--- src/rtl/sdram_port_arbiter_if.sv ---
// Bundles the refill port, data port and SDRAM command/return signals around the arbiter.
// master = arbiter view; slave = requesters plus SDRAM controller.
interface sdram_port_arbiter_if #(
  parameter int ADDR_W = 21
);
  logic              ic_ren;
  logic [ADDR_W-1:0] ic_addr;
  logic              ic_ack;
  logic [31:0]       ic_rdata;
  logic              d_ren;
  logic              d_wen;
  logic [ADDR_W-1:0] d_addr;
  logic [31:0]       d_wdata;
  logic [3:0]        d_wmask;
  logic              d_ack;
  logic [31:0]       d_rdata;
  logic              mem_cmd_valid;
  logic              mem_cmd_ready;
  logic              mem_we;
  logic [ADDR_W-1:0] mem_addr;
  logic [4:0]        mem_len;
  logic [31:0]       mem_wdata;
  logic [3:0]        mem_wmask;
  logic              mem_rvalid;
  logic [31:0]       mem_rdata;
  logic              mem_wdone;
  logic              busy;

  modport master (
    input  ic_ren, ic_addr, d_ren, d_wen, d_addr, d_wdata, d_wmask,
    input  mem_cmd_ready, mem_rvalid, mem_rdata, mem_wdone,
    output ic_ack, ic_rdata, d_ack, d_rdata,
    output mem_cmd_valid, mem_we, mem_addr, mem_len, mem_wdata, mem_wmask, busy
  );

  modport slave (
    output ic_ren, ic_addr, d_ren, d_wen, d_addr, d_wdata, d_wmask,
    output mem_cmd_ready, mem_rvalid, mem_rdata, mem_wdone,
    input  ic_ack, ic_rdata, d_ack, d_rdata,
    input  mem_cmd_valid, mem_we, mem_addr, mem_len, mem_wdata, mem_wmask, busy
  );
endinterface

--- src/rtl/sdram_port_arbiter.sv ---
// Round-robin share of one SDRAM command port between I-cache line refills and single data accesses.
// Grant to command takes one cycle; the command is held stable until mem_cmd_ready, acks pass straight through.
module sdram_port_arbiter #(
  parameter int ADDR_W    = 21,
  parameter int BURST_LEN = 16
) (
  input  logic                 sdram_clk,
  input  logic                 reset,
  sdram_port_arbiter_if.master bus
);

  localparam int                CNT_W      = $clog2(BURST_LEN);
  localparam logic [ADDR_W-1:0] ALIGN_MASK = ~ADDR_W'(BURST_LEN - 1);
  localparam logic [CNT_W-1:0]  LAST_WORD  = CNT_W'(BURST_LEN - 1);
  localparam logic              OWN_I      = 1'b0;
  localparam logic              OWN_D      = 1'b1;

  typedef enum logic [2:0] {IDLE, CMD, IBURST, DREAD, DWRITE} state_e;

  state_e            state_q, state_d;
  logic              last_grant_q, last_grant_d;
  logic              owner_q, owner_d;
  logic [ADDR_W-1:0] addr_q, addr_d;
  logic              we_q, we_d;
  logic [31:0]       wdata_q, wdata_d;
  logic [3:0]        wmask_q, wmask_d;
  logic [4:0]        len_q, len_d;
  logic [CNT_W-1:0]  word_cnt_q, word_cnt_d;
  logic              d_req, grant_i, grant_d;
  logic              ic_ack, d_ack;

  always_comb begin
    state_d      = state_q;
    last_grant_d = last_grant_q;
    owner_d      = owner_q;
    addr_d       = addr_q;
    we_d         = we_q;
    wdata_d      = wdata_q;
    wmask_d      = wmask_q;
    len_d        = len_q;
    word_cnt_d   = word_cnt_q;
    ic_ack       = 1'b0;
    d_ack        = 1'b0;
    d_req        = bus.d_ren | bus.d_wen;
    grant_i      = 1'b0;
    grant_d      = 1'b0;

    case (state_q)
      IDLE: begin
        // On a tie the side that did not win last time goes first.
        grant_i = bus.ic_ren && (!d_req || (last_grant_q == OWN_D));
        grant_d = d_req && !grant_i;
        if (grant_i) begin
          owner_d = OWN_I;
          addr_d  = bus.ic_addr & ALIGN_MASK;
          we_d    = 1'b0;
          wdata_d = '0;
          wmask_d = '0;
          len_d   = 5'(BURST_LEN);
          state_d = CMD;
        end else if (grant_d) begin
          owner_d = OWN_D;
          addr_d  = bus.d_addr;
          we_d    = bus.d_wen;
          wdata_d = bus.d_wdata;
          wmask_d = bus.d_wmask;
          len_d   = 5'd1;
          state_d = CMD;
        end
      end
      CMD: begin
        if (bus.mem_cmd_ready) begin
          last_grant_d = owner_q;
          if (owner_q == OWN_I) state_d = IBURST;
          else if (we_q)        state_d = DWRITE;
          else                  state_d = DREAD;
        end
      end
      IBURST: begin
        if (bus.mem_rvalid) begin
          ic_ack = 1'b1;
          if (word_cnt_q == LAST_WORD) begin
            word_cnt_d = '0;
            state_d    = IDLE;
          end else begin
            word_cnt_d = word_cnt_q + CNT_W'(1);
          end
        end
      end
      DREAD: begin
        if (bus.mem_rvalid) begin
          d_ack   = 1'b1;
          state_d = IDLE;
        end
      end
      DWRITE: begin
        if (bus.mem_wdone) begin
          d_ack   = 1'b1;
          state_d = IDLE;
        end
      end
      default: state_d = IDLE;
    endcase

    // An aborting reset must not let a return word through in the same cycle.
    if (reset) begin
      ic_ack = 1'b0;
      d_ack  = 1'b0;
    end
  end

  always_ff @(posedge sdram_clk) begin
    if (reset) begin
      state_q      <= IDLE;
      last_grant_q <= OWN_D;
      owner_q      <= OWN_I;
      addr_q       <= '0;
      we_q         <= 1'b0;
      wdata_q      <= '0;
      wmask_q      <= '0;
      len_q        <= '0;
      word_cnt_q   <= '0;
    end else begin
      state_q      <= state_d;
      last_grant_q <= last_grant_d;
      owner_q      <= owner_d;
      addr_q       <= addr_d;
      we_q         <= we_d;
      wdata_q      <= wdata_d;
      wmask_q      <= wmask_d;
      len_q        <= len_d;
      word_cnt_q   <= word_cnt_d;
    end
  end

  assign bus.ic_ack        = ic_ack;
  assign bus.ic_rdata      = ic_ack ? bus.mem_rdata : 32'd0;
  assign bus.d_ack         = d_ack;
  assign bus.d_rdata       = (d_ack && !we_q) ? bus.mem_rdata : 32'd0;
  assign bus.mem_cmd_valid = (state_q == CMD);
  assign bus.mem_we        = we_q;
  assign bus.mem_addr      = addr_q;
  assign bus.mem_len       = len_q;
  assign bus.mem_wdata     = wdata_q;
  assign bus.mem_wmask     = wmask_q;
  assign bus.busy          = (state_q != IDLE);

endmodule

--- src/flat_wrapper.sv ---
// flat-port wrapper written by rule: the top's interface ports become plain ports
module sdram_port_arbiter_flat 
#(
  parameter int ADDR_W    = 21,
  parameter int BURST_LEN = 16
)
  (sdram_clk, reset, bus_ic_ren, bus_ic_addr, bus_d_ren, bus_d_wen, bus_d_addr, bus_d_wdata, bus_d_wmask, bus_mem_cmd_ready, bus_mem_rvalid, bus_mem_rdata, bus_mem_wdone, bus_ic_ack, bus_ic_rdata, bus_d_ack, bus_d_rdata, bus_mem_cmd_valid, bus_mem_we, bus_mem_addr, bus_mem_len, bus_mem_wdata, bus_mem_wmask, bus_busy);
  sdram_port_arbiter_if #(.ADDR_W(ADDR_W)) bus_i ();
  input  logic sdram_clk;
  input  logic reset;
  input wire logic [$bits(bus_i.ic_ren)-1:0] bus_ic_ren;
  input wire logic [$bits(bus_i.ic_addr)-1:0] bus_ic_addr;
  input wire logic [$bits(bus_i.d_ren)-1:0] bus_d_ren;
  input wire logic [$bits(bus_i.d_wen)-1:0] bus_d_wen;
  input wire logic [$bits(bus_i.d_addr)-1:0] bus_d_addr;
  input wire logic [$bits(bus_i.d_wdata)-1:0] bus_d_wdata;
  input wire logic [$bits(bus_i.d_wmask)-1:0] bus_d_wmask;
  input wire logic [$bits(bus_i.mem_cmd_ready)-1:0] bus_mem_cmd_ready;
  input wire logic [$bits(bus_i.mem_rvalid)-1:0] bus_mem_rvalid;
  input wire logic [$bits(bus_i.mem_rdata)-1:0] bus_mem_rdata;
  input wire logic [$bits(bus_i.mem_wdone)-1:0] bus_mem_wdone;
  output wire logic [$bits(bus_i.ic_ack)-1:0] bus_ic_ack;
  output wire logic [$bits(bus_i.ic_rdata)-1:0] bus_ic_rdata;
  output wire logic [$bits(bus_i.d_ack)-1:0] bus_d_ack;
  output wire logic [$bits(bus_i.d_rdata)-1:0] bus_d_rdata;
  output wire logic [$bits(bus_i.mem_cmd_valid)-1:0] bus_mem_cmd_valid;
  output wire logic [$bits(bus_i.mem_we)-1:0] bus_mem_we;
  output wire logic [$bits(bus_i.mem_addr)-1:0] bus_mem_addr;
  output wire logic [$bits(bus_i.mem_len)-1:0] bus_mem_len;
  output wire logic [$bits(bus_i.mem_wdata)-1:0] bus_mem_wdata;
  output wire logic [$bits(bus_i.mem_wmask)-1:0] bus_mem_wmask;
  output wire logic [$bits(bus_i.busy)-1:0] bus_busy;
  assign bus_i.ic_ren = bus_ic_ren;
  assign bus_i.ic_addr = bus_ic_addr;
  assign bus_i.d_ren = bus_d_ren;
  assign bus_i.d_wen = bus_d_wen;
  assign bus_i.d_addr = bus_d_addr;
  assign bus_i.d_wdata = bus_d_wdata;
  assign bus_i.d_wmask = bus_d_wmask;
  assign bus_i.mem_cmd_ready = bus_mem_cmd_ready;
  assign bus_i.mem_rvalid = bus_mem_rvalid;
  assign bus_i.mem_rdata = bus_mem_rdata;
  assign bus_i.mem_wdone = bus_mem_wdone;
  assign bus_ic_ack = bus_i.ic_ack;
  assign bus_ic_rdata = bus_i.ic_rdata;
  assign bus_d_ack = bus_i.d_ack;
  assign bus_d_rdata = bus_i.d_rdata;
  assign bus_mem_cmd_valid = bus_i.mem_cmd_valid;
  assign bus_mem_we = bus_i.mem_we;
  assign bus_mem_addr = bus_i.mem_addr;
  assign bus_mem_len = bus_i.mem_len;
  assign bus_mem_wdata = bus_i.mem_wdata;
  assign bus_mem_wmask = bus_i.mem_wmask;
  assign bus_busy = bus_i.busy;
  sdram_port_arbiter #(.ADDR_W(ADDR_W), .BURST_LEN(BURST_LEN)) u_core (.sdram_clk(sdram_clk), .reset(reset), .bus(bus_i));
endmodule
--- config.mk ---
export PLATFORM = sky130hd
export DESIGN_NAME = sdram_port_arbiter_flat
export DESIGN_NICKNAME = d
export VERILOG_FILES = /design/src/rtl/sdram_port_arbiter_if.sv /design/src/rtl/sdram_port_arbiter.sv /design/src/flat_wrapper.sv
export SDC_FILE = /design/constraint.sdc
export NUM_CORES = 1
export LEC_CHECK = 0
export CAP_MARGIN = 10
export CORE_ASPECT_RATIO = 1.1
export CORE_MARGIN = 2
export CORE_UTILIZATION = 35
export DETAILED_ROUTE_END_ITERATION = 8
export PLACE_DENSITY = 0.81
export SETUP_SLACK_MARGIN = 0.15
export SLEW_MARGIN = 5
export SYNTH_ARGS = -nofsm -noshare
export SYNTH_HDL_FRONTEND = slang
export SYNTH_SLANG_ARGS = --single-unit
--- constraint.sdc ---
create_clock -name sdram_clk -period 2.2 [get_ports sdram_clk]
set_clock_uncertainty 0.2 [all_clocks]
set_input_delay 0.44 -clock sdram_clk [delete_from_list [all_inputs] [get_ports sdram_clk]]
set_output_delay 0.44 -clock sdram_clk [all_outputs]
set_load 0.02 [all_outputs]
* Yosys cells after proc, flatten, opt, wreduce, memory -nomap -nowiden
Index checks and enable logic that the tools add are counted.
Word-level totals: bits in registers 72, input port bits 118, output and inout port bits 131, word-level logic and storage cells 67
Operators by class: add/subtract/negate cells 1, eq/ne operators 11, mux-type cells 31, bitwise gates (word level) 1, reduce and logical (&&, ||, !) cells 14
Operator list (number):
- 2-to-1 mux 32 bit | 4
- 2-to-1 mux 21 bit | 2
- 2-to-1 mux 3 bit | 9
- one-hot mux 3 bit (5 select lines) | 1
- 2-to-1 mux 4 bit | 3
- 2-to-1 mux 5 bit | 2
- 2-to-1 mux 1 bit | 9
- inequality test 2 bit (second input constant) | 4
- == test 3 x 2 -> 1 bit (second input constant) | 2
- AND reduction 2 bit | 3
- AND reduction 6 bit | 1
- adder 4 x 1 -> 4 bit (second input constant) | 1
- == test 4 bit (second input constant) | 1
- == test 3 x 1 -> 1 bit (second input constant) | 1
- == test 3 bit (second input constant) | 1
- logical AND 1 bit | 3
- logical NOT 1 bit | 3
- logical NOT 3 bit | 1
- inequality test 3 x 1 -> 1 bit (second input constant) | 1
- nonzero test 3 bit | 1
- inequality test 2 x 1 -> 1 bit (second input constant) | 1
- one-hot mux 1 bit (2 select lines) | 1
- nonzero test 2 bit | 1
- logical OR 1 bit | 1
- OR 1 bit | 1

* Depth between registers and ports, before layout
Gate-level depths: netlist of run 1.
depth after elaboration 9, gate-level depth with buffers 7, mapped depth without buffers 5

* Worst setup path before layout of run 1
Ideal clock, no wire load.
path kind input port to output port, start input reset, end output bus_ic_ack, arrival 1573 ps, required time 1560 ps, path slack -13 ps, stages on the path 4, path buffers 3, path through clkbuf_1 > clkbuf_1 > buf_1 > nor2_1
On the way: cells in the longest elaborated chain, start to end 1
RTL lines:
- start, declared | RTL line flat_wrapper.sv:10 | input logic reset;
- 2-to-1 mux 1 bit | RTL line sdram_port_arbiter.sv:106 | if (reset) begin
- end, declared | RTL line flat_wrapper.sv:22 | output wire logic [$bits(bus_i.ic_ack)-1:0] bus_ic_ack;
Every way passes these cells.

* Worst setup path in the final report of run 1
start register u_core.state_q[2], end output bus_ic_rdata[22]
On the way: cells in the longest elaborated chain, start to end 4
RTL lines:
- start, declared | RTL line sdram_port_arbiter.sv:20 | state_e state_q, state_d;
- start signal, assigned | RTL line sdram_port_arbiter.sv:124 | state_q <= state_d;
- == test 3 x 2 -> 1 bit | RTL line sdram_port_arbiter.sv:48 | case (state_q)
- 2-to-1 mux 1 bit | RTL line sdram_port_arbiter.sv:48
- 2-to-1 mux 1 bit | RTL line sdram_port_arbiter.sv:106
- 2-to-1 mux 32 bit | RTL line sdram_port_arbiter.sv:137 | assign bus.ic_rdata = ic_ack ? bus.mem_rdata : 32'd0;
- end, declared | RTL line flat_wrapper.sv:23 | output wire logic [$bits(bus_i.ic_rdata)-1:0] bus_ic_rdata;
Every way passes these cells.

==> out/qor.yml, run 1 <==
status: "finished, violations left"
failed_checks: "setup timing"
cp-end-kind: "primary output"
power_frac_comb_pct: 54.8
crit_type: "reg -> out"
antenna_cells: 0
met1_usage_pct: 21.8
post-dp-hpwl_um: 8770
routed_wl_um: 13000
core_um2: 9790
seqPwrFrac_pct: 27.4
cts_tree: "yes"
hold_viol_final: 0
top_usage_layer: "met2"
netSwitchingFraction_pct: 36.8
power.switching_mw: 2.27
drtPass1Iterations: 5
slew_headroom_pct: 57.8
worstPathArrival_ns: 1.75
clock_sinks: 68
worst_pin_slew_ns: 0.634
rows: 38
rsz0062_at_grt: "true"
synth_cell_types: 39
async_flop_share_pct: 0
clock_path_buffers: 2
hp-class: "reg -> reg"
drv_slew: 0
grt_pass1_wl_um: 17900
grt_max_degree: 47
dpl_cell_area_um2: 6160
cts-root-buf: "clkbuf_8"
drc: 0
synth-edff-count: 0
nets: 750
num_io_pins: 249
detail-route-antenna-nets: 0
cap_violations: 0
grt.total_usage_pct: 20.5
antenna_found_initial: 0
crit_fanout: 6
fin_crit_ns: 2.39
clock.fmax_mhz: 418
grt_pass1_vias: 3759
syn_avg_cell_area_um2: 9.73
post-route-period-util_pct: 109
syn_to_final_growth_pct: 102
place_congestion: 0.769
holdPathStages: 2
die_w_um: 99.4
clkTransAtPathRegs_ns: 0.06
cts-htree-levels: 3
clkPwrFrac_pct: 17.8
dieArea_um2: 10800
wl_per_cell_um: 17.1
portBuffers: 241
power.internal_mw: 3.89
post-place-cells: 722
start_util_pct: 35.8
ys_seq_area_share_pct: 38.9
pre_cts_ws_ns: -0.780
die_y_um: 109
grtUsageMet3_pct: 6.03
met2_usage_pct: 37.9
viasPerCell: 5.02
setup_viol: 64
final_area_um2: 7060
synthCells: 360
ir_drop_uv: 512
vias: 3797
setup_ws_ns: -0.190
synth_area_um2: 3500
power.total_mw: 6.16
ys.warnings.count: 0
clk_latency_ns: 0.33
gr-total-overflow: 0
ff2ff_path_depth: 8
power_density_nw_per_um2: 873
drtIter0Drc: 71
critPathLaunchType: "flop"
leakage_nw: 2.88
stdcell_count: 756
layout-drive-gt1-share_pct: 45.1
cts_buffers: 9
ys.flop_type: "dfxtp_1"
crit_required_ns: 1.56
final.setup.tns_ns: -9.29
synth_seq_cells: 68
[flip-flops by register name, indices dropped and copies added, names as in the netlist]
| signal | cells |
|---|---|
| u_core.bus.mem_wdata | 32 |
| u_core.word_cnt_q | 4 |
| u_core.bus.mem_wmask | 4 |
| u_core.last_grant_q | 1 |
| u_core.state_q | 3 |
| u_core.bus.mem_addr | 21 |
| u_core.bus.mem_len | 2 |
| u_core.bus.mem_we | 1 |
[what timing repair did]
action	in CTS	in global routing
gates resized for setup	443	70
setup buffers	6	2
pin swaps	13	17
hold buffers	0	0
gates cloned	4	6
endpoints found under the setup margin	113	89
[worst max-delay path, stage by stage, from the launching register on]
cell and delay [ns]:
dfxtp_2 0.34, buf_4 0.14, and4bb_4 0.45, clkbuf_16 0.18, and3_4 0.19, buf_6 0.12
[final timing paths]
path / from / to / slack (ns)
worst min register to register: u_core.bus.mem_len[4] / u_core.bus.mem_len[4] / 0.26
worst max-delay path: u_core.state_q[2] / bus_ic_rdata[22] / -0.19
worst min-delay path: u_core.bus.mem_len[4] / u_core.bus.mem_len[4] / 0.26
worst max register to register: u_core.state_q[1] / u_core.bus.mem_wdata[24] / 0.16
[kinds of logic (layout without fill, tap and decap cells)]
| family | after synthesis | after routing | synth area share [%] |
|---|---|---|---|
| AOI/OAI and AO/OA | 75 | 75 | 21.9 |
| xor gates and xnor gates | 1 | 1 | 0.250 |
| adders and majority gates | 1 | 1 | 0.357 |
| buffers and inverters | 40 | 314 | 7.40 |
| DFF | 68 | 68 | 38.9 |
| muxes | 18 | 18 | 5.18 |
| other | 1 | 3 | 0.107 |
| and+or+nand+nor | 156 | 156 | 25.9 |
[power groups by stage]
| stage | logic (mW) | clock network (mW) | registers [mW] |
|---|---|---|---|
| after floorplan | 1.42 | 0 | 1.97 |
| after global placement | 2.79 | 0 | 1.68 |
| after detailed placement | 2.84 | 0 | 1.70 |
| after CTS | 3.03 | 1.12 | 1.68 |
| after global routing | 3.58 | 1.18 | 1.72 |
| final | 3.38 | 1.09 | 1.69 |
[layer usage]
metal  part of all wire (%)  up-vias
li1                       -     1811
met1                     36     1776
met2                     54      179
met3                    7.3       31
met4                    2.7        0
met5                      0        -
[per-stage QoR]
stage                     util (%)  hold WS (ns)
final                         72.1         0.257
after global routing          72.1         0.299
after CTS                     67.7         0.260
after detailed placement      62.9         0.251
after global placement        62.9         0.245
after floorplan                  -         0.259
[layout by cell type (no fill, tap or decap), drive strengths merged, types with 3 or more instances in the layout]
| cell | Yosys | final |
|---|---|---|
| a21oi | 8 | 8 |
| buf | 21 | 118 |
| nor2 | 62 | 62 |
| dfxtp | 68 | 68 |
| mux2i | 17 | 17 |
| a211oi | 19 | 19 |
| clkbuf | 16 | 17 |
| or3 | 3 | 3 |
| conb | 1 | 3 |
| inv | 3 | 3 |
| dlygate4sd2 | 0 | 4 |
| nand2 | 11 | 11 |
| nand3 | 4 | 4 |
| and2 | 32 | 32 |
| clkdlybuf4s50 | 0 | 168 |
| a22oi | 41 | 41 |
| and3 | 32 | 32 |
[cell usage after synthesis, types with 2 or more instances]
| cell type | count | share of area, % |
|---|---|---|
| dfxtp_1 | 68 | 39 |
| and3_1 | 32 | 5.7 |
| inv_1 | 3 | 0.32 |
| nor2_1 | 22 | 2.4 |
| nor2b_1 | 2 | 0.36 |
| a21oi_1 | 8 | 1.1 |
| clkbuf_1 | 16 | 1.7 |
| nand4b_1 | 2 | 0.50 |
| a22oi_2 | 40 | 14 |
| a211oi_1 | 18 | 3.9 |
| buf_4 | 6 | 1.3 |
| nand3_1 | 4 | 0.57 |
| o21ai_0 | 2 | 0.29 |
| mux2i_1 | 17 | 4.9 |
| nor2_2 | 40 | 7.1 |
| and2_1 | 32 | 5.7 |
| o211a_1 | 2 | 0.57 |
| buf_2 | 3 | 0.43 |
| nand2_1 | 11 | 1.2 |
| or3_1 | 3 | 0.54 |
| buf_6 | 11 | 3.5 |
[final cells by class]
class / instances / area, um2
Multi-Input combinational cell: 254 / 2170
Clock buffer: 12 / 135
Sequential cell: 68 / 1370
Inverter: 3 / 11.3
Tap cell: 120 / 150
Fill cell: 669 / 2730
Timing Repair Buffer: 295 / 3150
Clock inverter: 4 / 73.8
No activity file was read; power rests on OpenSTA's default activity.
==> run 2: changes to the inputs <==
--- a/config.mk
+++ b/config.mk
@@ -9,6 +9,7 @@
 export CORE_ASPECT_RATIO = 1.1
 export CORE_MARGIN = 2
 export CORE_UTILIZATION = 35
+export CTS_CLUSTER_DIAMETER = 100
 export DETAILED_ROUTE_END_ITERATION = 8
 export PLACE_DENSITY = 0.81
 export SETUP_SLACK_MARGIN = 0.15
==> results of run 2 <==
The final DEF is identical to that of run 1; final timing and power are the same.
